File: src/rtl/dff_pipeline_if.sv
// Bus bundle for dff_pipeline: producer-side controls/data in, delayed data out.
// The occupancy member exists only when DPP_OCCUPANCY_EN is defined.
interface dff_pipeline_if #(
  parameter int WIDTH = 8,
  parameter int DEPTH = 3
);
  localparam int OCC_W = $clog2(DEPTH + 1);

  logic             en;
  logic             flush;
  logic [WIDTH-1:0] d;
  logic             d_valid;
  logic [WIDTH-1:0] q;
  logic             q_valid;
`ifdef DPP_OCCUPANCY_EN
  logic [OCC_W-1:0] occupancy;
`endif

  modport master (
    output en, flush, d, d_valid,
`ifdef DPP_OCCUPANCY_EN
    input  occupancy,
`endif
    input  q, q_valid
  );

  modport slave (
    input  en, flush, d, d_valid,
`ifdef DPP_OCCUPANCY_EN
    output occupancy,
`endif
    output q, q_valid
  );
endinterface

File: src/rtl/dff_pipeline.sv
// Stallable, flushable DEPTH-stage register delay line with per-stage valid.
// Optional registered occupancy counter enabled by defining DPP_OCCUPANCY_EN.
module dff_pipeline #(
  parameter int               WIDTH       = 8,
  parameter int               DEPTH       = 3,
  parameter logic [WIDTH-1:0] RESET_VALUE = '0
) (
  input  logic           clk,
  input  logic           reset,
  dff_pipeline_if.slave  bus
);
  logic [DEPTH-1:0][WIDTH-1:0] r_data;
  logic [DEPTH-1:0]            r_vld;
  logic                        w_clr;

  assign w_clr = reset | bus.flush;

  always_ff @(posedge clk) begin
    if (w_clr) begin
      r_data <= {DEPTH{RESET_VALUE}};
      r_vld  <= '0;
    end else if (bus.en) begin
      r_data[0] <= bus.d;
      r_vld[0]  <= bus.d_valid;
      for (int i = 1; i < DEPTH; i++) begin
        r_data[i] <= r_data[i-1];
        r_vld[i]  <= r_vld[i-1];
      end
    end
  end

  assign bus.q       = r_data[DEPTH-1];
  assign bus.q_valid = r_vld[DEPTH-1];

`ifdef DPP_OCCUPANCY_EN
  localparam int OCC_W = $clog2(DEPTH + 1);
  logic [OCC_W-1:0] r_occ;

  // Tracked incrementally: one word enters and one leaves per enabled edge.
  always_ff @(posedge clk) begin
    if (w_clr)
      r_occ <= '0;
    else if (bus.en)
      r_occ <= r_occ + OCC_W'(bus.d_valid) - OCC_W'(r_vld[DEPTH-1]);
  end

  assign bus.occupancy = r_occ;
`endif
endmodule

File: src/flat_wrapper.sv
// flat-port wrapper written by rule: the top's interface ports become plain ports
module dff_pipeline_flat 
#(
  parameter int               WIDTH       = 8,
  parameter int               DEPTH       = 3,
  parameter logic [WIDTH-1:0] RESET_VALUE = '0
)
  (clk, reset, bus_en, bus_flush, bus_d, bus_d_valid, bus_q, bus_q_valid);
  dff_pipeline_if #(.WIDTH(WIDTH), .DEPTH(DEPTH)) bus_i ();
  input  logic clk;
  input  logic reset;
  input wire logic [$bits(bus_i.en)-1:0] bus_en;
  input wire logic [$bits(bus_i.flush)-1:0] bus_flush;
  input wire logic [$bits(bus_i.d)-1:0] bus_d;
  input wire logic [$bits(bus_i.d_valid)-1:0] bus_d_valid;
  output wire logic [$bits(bus_i.q)-1:0] bus_q;
  output wire logic [$bits(bus_i.q_valid)-1:0] bus_q_valid;
  assign bus_i.en = bus_en;
  assign bus_i.flush = bus_flush;
  assign bus_i.d = bus_d;
  assign bus_i.d_valid = bus_d_valid;
  assign bus_q = bus_i.q;
  assign bus_q_valid = bus_i.q_valid;
  dff_pipeline #(.WIDTH(WIDTH), .DEPTH(DEPTH), .RESET_VALUE(RESET_VALUE)) u_core (.clk(clk), .reset(reset), .bus(bus_i));
endmodule
File: config.mk
export PLATFORM = sky130hd
export DESIGN_NAME = dff_pipeline_flat
export DESIGN_NICKNAME = d
export VERILOG_FILES = /design/src/rtl/dff_pipeline_if.sv /design/src/rtl/dff_pipeline.sv /design/src/flat_wrapper.sv
export SDC_FILE = /design/constraint.sdc
export NUM_CORES = 1
export LEC_CHECK = 0
export CORE_ASPECT_RATIO = 1.5
export CORE_MARGIN = 2
export CORE_UTILIZATION = 50
export CTS_BUF_LIST = sky130_fd_sc_hd__clkbuf_2 sky130_fd_sc_hd__clkbuf_4 sky130_fd_sc_hd__clkbuf_8
export CTS_CLUSTER_SIZE = 12
export DETAILED_ROUTE_END_ITERATION = 6
export PLACE_DENSITY = 0.79
export SETUP_SLACK_MARGIN = 0.3
export SLEW_MARGIN = 5
export SYNTH_ARGS = -nofsm -noshare
export SYNTH_HDL_FRONTEND = slang
export SYNTH_SLANG_ARGS = --single-unit
export TNS_END_PERCENT = 30
File: constraint.sdc
create_clock -name clk -period 0.95 [get_ports clk]
set_input_delay 0.095 -clock clk [delete_from_list [all_inputs] [get_ports clk]]
set_output_delay 0.095 -clock clk [all_outputs]
set_load 0.1 [all_outputs]
==> metrics.cfg, run 1 <==
[cts]
cts.path.max_buffers=2
cts_tree=built
cts_root_buf=clkbuf_4
cts_max_level=1
numCtsBuffers=3
holdBufCountCts=0
clk_pin_slew_worst_paths_ns=0.14
clkLatencyLatePin_ns=0.33
cts_sinks=27

[sta]
hold_violations=0
finalMaxSlewViolations=0
setup_slack_ns=-0.02630
holdWs_ns=0.2709
relSlewSlack=0.8826
max_slew.worst_pin.slew_ns=0.1711
rsz0062_at_grt=yes
fmax_ghz=1.024
layout_worst_path_cycle_share=1.028
skew_ns=0.01092
setup_viol=9
fin_crit_ns=0.9763

[worst_setup_path]
end_kind=output pin
critical_path.top_delay_family=flip-flops
cp_max_fo=2
timing.rr.end=u_core.bus.q[2]
setup.worst_path.start_class=register
max_stage_delay_ns=0.38
crit_buf_inv=1
slowest_stage=dfxtp_2
r2r_slack_ns=0.28
cp_data_required_time_ns=0.85
r2r_cells=2
cp.arrival_ns=0.88
reg2reg_from=u_core.bus.q[2]
path_class=register to output pin
crit_path_cell_trace=buf_12

[power]
power_frac_clock=0.277
switching_share=0.2203
p_leak_nw=0.5848
pwr-share-comb=0.103
power_density_nw_per_um2=1341
p_sw_mw=0.4108
ir_worst_vdd_mv=0.9608
pwr-share-seq=0.620
p_int_mw=1.454

[global_route]
grt_pass1_vias=673
grt.total_usage=0.1628
top_usage_layer=met2
overflow=0
antenna_found_initial=0
grtUsageMet3=0.02417
use_met2=0.2946
grt_max_degree=15
use_met1=0.1620
grt_pass1_wl_um=2911

[placed_design]
place.gp.congestion=0.6617
numPortBuffers=21
dpl.hpwl_um=1158
pre_cts_ws_ns=-0.3186

[status]
status=finished with violations
violations=setup timing

[synth]
synth_area_sq_um=1054
ys_seq_area_frac=0.5131
synth_cell_types=7
synthCells=96
synth_seq_cells=27
yosys_warnings=0
syn-mean-instance-area_sq_um=10.97
synth_nets=109

[worst_hold_path]
hold_start=bus_flush
min_to=u_core.r_vld[0]
hold_class=input port to register
hold_path_depth=4

[detailed_routing]
drtIter0Drc=7
dr.pass1.iters=2
wl_per_cell_um=12.84
via_per_inst=4.881
routed_wirelength_um=1734
drcViolationCount=0
num_vias=659
ant_nets=0

[final_layout]
syn2layout_area_growth_pct=31.95
final_cell_mix=mux2i_1, nor2_1, dfxtp_2
diodes=0
fin_nets=127
drive_gt1_frac=0.3717
mostFrequentLayoutCell=mux2i_1
nFillCells=151

[floorplanning]
core_sq_um=2002
dieArea_sq_um=2498
num_io_pins=22
die_x_um=41.48
start_util=0.5262
rows=20
die_h_um=60.22

[job]
max-cap-violations=0

## state kept, by name (all words and copies together) (netlist names)
register / cells
u_core.r_data: 16
u_core.bus.q: 8
u_core.r_vld: 3
## per-stage QoR
step | utilization | total power [mW] | area, sq um | TNS [ns] | instances
2_1_floorplan | - | 1.305 | 1074 | 0 | 96
3_3_place_gp | 0.6456 | 1.345 | 1292 | -6.459 | 129
3_5_place_dp | 0.6456 | 1.350 | 1292 | -7.485 | 129
4_1_cts | 0.6881 | 1.872 | 1378 | -0.2322 | 135
5_1_grt | 0.6944 | 1.929 | 1390 | -0.4135 | 135
6_report | 0.6944 | 1.865 | 1390 | -0.1590 | 135
## power groups by stage
stage	registers, mW	clock network (mW)	logic (mW)
floorplan	1.18	0	0.128
global placement	1.18	0	0.167
detailed placement	1.18	0	0.171
CTS	1.15	0.524	0.193
global route	1.16	0.563	0.207
finish	1.16	0.517	0.192
## worst max path at each step
stage,startpoint,end,slack (ns),cells after the start
6_report,u_core.bus.q[0],bus_q[0],-0.03,1
5_1_grt,u_core.bus.q[1],bus_q[1],-0.06,1
3_5_place_dp,bus_en,u_core.r_data[12],-0.32,4
4_1_cts,u_core.bus.q[2],bus_q[2],-0.03,1
3_3_place_gp,bus_en,u_core.bus.q[4],-0.25,4
2_1_floorplan,u_core.r_vld[2],u_core.r_vld[2],0.18,2
## kinds of logic after synthesis
kind of cell	Yosys count	synth area share
multiplexers	27	0.2565
AND/OR/NAND/NOR	28	0.1021
flip-flops	27	0.5131
buffers and inverters	14	0.1283
## routing by layer
metal	wire, um	part of all wire
met5	0	0
met1	691	0.40
met3	63	0.036
met4	53	0.031
met2	926	0.53
## synth_stat cells, drive strengths merged
cell | n | area share
buf | 14 | 0.13
dfxtp | 27 | 0.51
mux2i | 27 | 0.26
nor2 | 27 | 0.096
or2 | 1 | 0.0059
## timing repair
item	in CTS	in global routing
endpoints found under the setup margin	36	29
gates cloned	2	0
resized for setup	19	9
setup buffers	0	0
pin swaps	4	19
## final cells by class
| cell class | count | area [sq um] | area share |
|---|---|---|---|
| sequential | 27 | 565.5 | 0.4068 |
| tap | 22 | 27.53 | 0.01980 |
| clock buffer | 4 | 30.03 | 0.02160 |
| timing repair buffer | 27 | 377.9 | 0.2718 |
| multi-input combinational | 55 | 389.1 | 0.2799 |
No activity file was read; power rests on OpenSTA's default activity.
==> inputs of run 2 (changes only) <==
Settings changed: CORE_ASPECT_RATIO 1.5 to 1.2.
==> run 2 against run 1 <==
  * The run still ends with setup timing left
  * Total power is 3.8% higher
  * Worst setup slack worse by 0.0078 ns
  * Combinational power up 41%
  * Sequential power is essentially flat
  * Sequential cell count unchanged
  * First-iteration DRC count rose by 14%
  * Critical path depth is the same
  * Routed wire length is 10% higher
  * Critical path type unchanged
==> metrics.cfg, run 2 (same netlist as run 1, synthesis figures left out) <==
[status]
status=finished with violations
violations=setup timing

[final_layout]
top_register=u_core.r_data
diodes=0  ; unchanged
fin_nets=129  ; +1.6%
fin_cells=135  ; unchanged
mostFrequentLayoutCell=mux2i_1
drive_gt1_frac=0.4870  ; +0.1153
syn2layout_area_growth_pct=49.29
final_util=0.7759  ; +0.08155
final_cell_mix=mux2i_1, nor2_1, dfxtp_2
final_cell_area_sq_um=1573  ; +13%
largest_reg_flops=16  ; unchanged

[worst_setup_path]
timing.rr.end=u_core.bus.q[0]
critical_path.startpoint=u_core.bus.q[5]
cp-endpoint=bus_q[5]
setup.worst_path.start_class=register
r2r_slack_ns=0.19  ; -0.09 ns
critical_path.top_delay_family=flip-flops
cp_max_fo=2  ; unchanged
reg2reg_from=u_core.bus.q[0]
worst-path-stages=1  ; unchanged
slowest_stage=dfxtp_4
cp.arrival_ns=0.89  ; about the same
crit_path_cell_trace=buf_12
max_stage_delay_ns=0.39  ; about the same
r2r_cells=3  ; +1
path_class=register to output pin
crit_buf_inv=1  ; unchanged
cp_data_required_time_ns=0.85  ; about the same
end_kind=output pin

[floorplanning]
die_h_um=54.28  ; -9.9%
num_io_pins=22  ; unchanged
rows=18  ; -10%
die_x_um=45.90  ; +11%
dieArea_sq_um=2491  ; -0.26%
core_sq_um=2027  ; +1.2%
start_util=0.5198  ; -0.006497

[sta]
setup_slack_ns=-0.03413  ; -0.007824 ns
rsz0062_at_grt=yes
relSlewSlack=0.8305  ; -0.05211
hold_violations=0  ; unchanged
setup_viol=9  ; unchanged
max_slew.worst_pin.slew_ns=0.2471  ; +0.07599 ns
skew_ns=0.001362  ; -0.009557 ns
fmax_ghz=1.016  ; -0.79%
fin_tns_setup_ns=-0.1857  ; -0.02677 ns
finalMaxSlewViolations=0  ; unchanged
layout_worst_path_cycle_share=1.036  ; +0.008235
holdWs_ns=0.2821  ; +0.01119 ns
fin_crit_ns=0.9841  ; +0.007823 ns

[job]
max-cap-violations=0  ; unchanged

[detailed_routing]
wl_met1_um=830  ; +20%
via_per_inst=5.156  ; +5.6%
route.met3.wl_um=71  ; +13%
wl_met2_um=955  ; +3.1%
num_vias=696  ; +5.6%
routed_wirelength_um=1913  ; +10%
ant_nets=0  ; unchanged
top_layer=met4
drtIter0Drc=8  ; +1
drcViolationCount=0  ; unchanged
wl_per_cell_um=14.17  ; +10%
dr.pass1.iters=5  ; +3

[placed_design]
place.gp.congestion=0.6929  ; +4.7%
place_area_sq_um=1287  ; -0.39%
numPortBuffers=21  ; unchanged
dpl.hpwl_um=1018  ; -12%
dp_cells=125  ; -3.1%
pre_cts_ws_ns=-0.2911  ; +0.02750 ns

[cts]
cts_root_buf=clkbuf_4
cts.path.max_buffers=2  ; unchanged
clkLatencyLatePin_ns=0.32  ; about the same
cts_max_level=1  ; unchanged
cts_sinks=27  ; unchanged
numCtsBuffers=3  ; unchanged
holdBufCountCts=0  ; unchanged
cts_tree=built
clk_pin_slew_worst_paths_ns=0.13  ; about the same

[global_route]
grt.total_usage=0.1788  ; +0.01599
antenna_found_initial=0  ; unchanged
grt_pass1_vias=623  ; -7.4%
grt_max_degree=15  ; unchanged
overflow=0  ; unchanged
grt_pass1_wl_um=3001  ; +3.1%

[power]
power_mw=1.936  ; +3.8%
power_density_nw_per_um2=1231  ; -8.2%
p_leak_nw=0.6194  ; +5.9%
ir_worst_vdd_mv=1.132  ; +18%

[worst_hold_path]
hold_class=input port to register

-- run 2: metal layers --
metal / track usage / vias up
met1: 0.2375 / 331
met5: 0 / -
li1: - / 343
met3: 0.02970 / 5
met2: 0.2593 / 17
met4: 0.1286 / 0
-- run 2: worst min-delay path by stage --
stage                      from  cells past startpoint                to  slack (ns)
5_1_grt               bus_flush                      4   u_core.bus.q[1]        0.30
3_5_place_dp   u_core.r_data[0]                      2  u_core.r_data[0]        0.49
2_1_floorplan          bus_d[0]                      2  u_core.r_data[0]        0.24
4_1_cts                   reset                      4   u_core.bus.q[1]        0.28
3_3_place_gp   u_core.r_data[5]                      2  u_core.r_data[5]        0.47
6_report                  reset                      4   u_core.bus.q[1]        0.28
-- run 2: report_power, final --
| group | switching (mW) | leakage [nW] | internal (mW) |
|---|---|---|---|
| logic | 0.109 | 0.372 | 0.162 |
| clock network | 0.315 | 0.0184 | 0.193 |
| registers | 0.0123 | 0.229 | 1.14 |
-- run 2: timing repair --
item	4_1_cts	5_1_grt
gates cloned	3	0
gates resized for setup	46	11
pin swaps	8	18
setup endpoints to repair	36	29
buffers inserted	2	1
-- run 2: area by class of cell --
type / count / area [sq um]
clock buffer: 4 / 30.03
fill: 113 / 454.2
multi-input combinational: 55 / 493.0
sequential: 27 / 570.5
tap: 20 / 25.02
timing repair buffer: 29 / 454.2
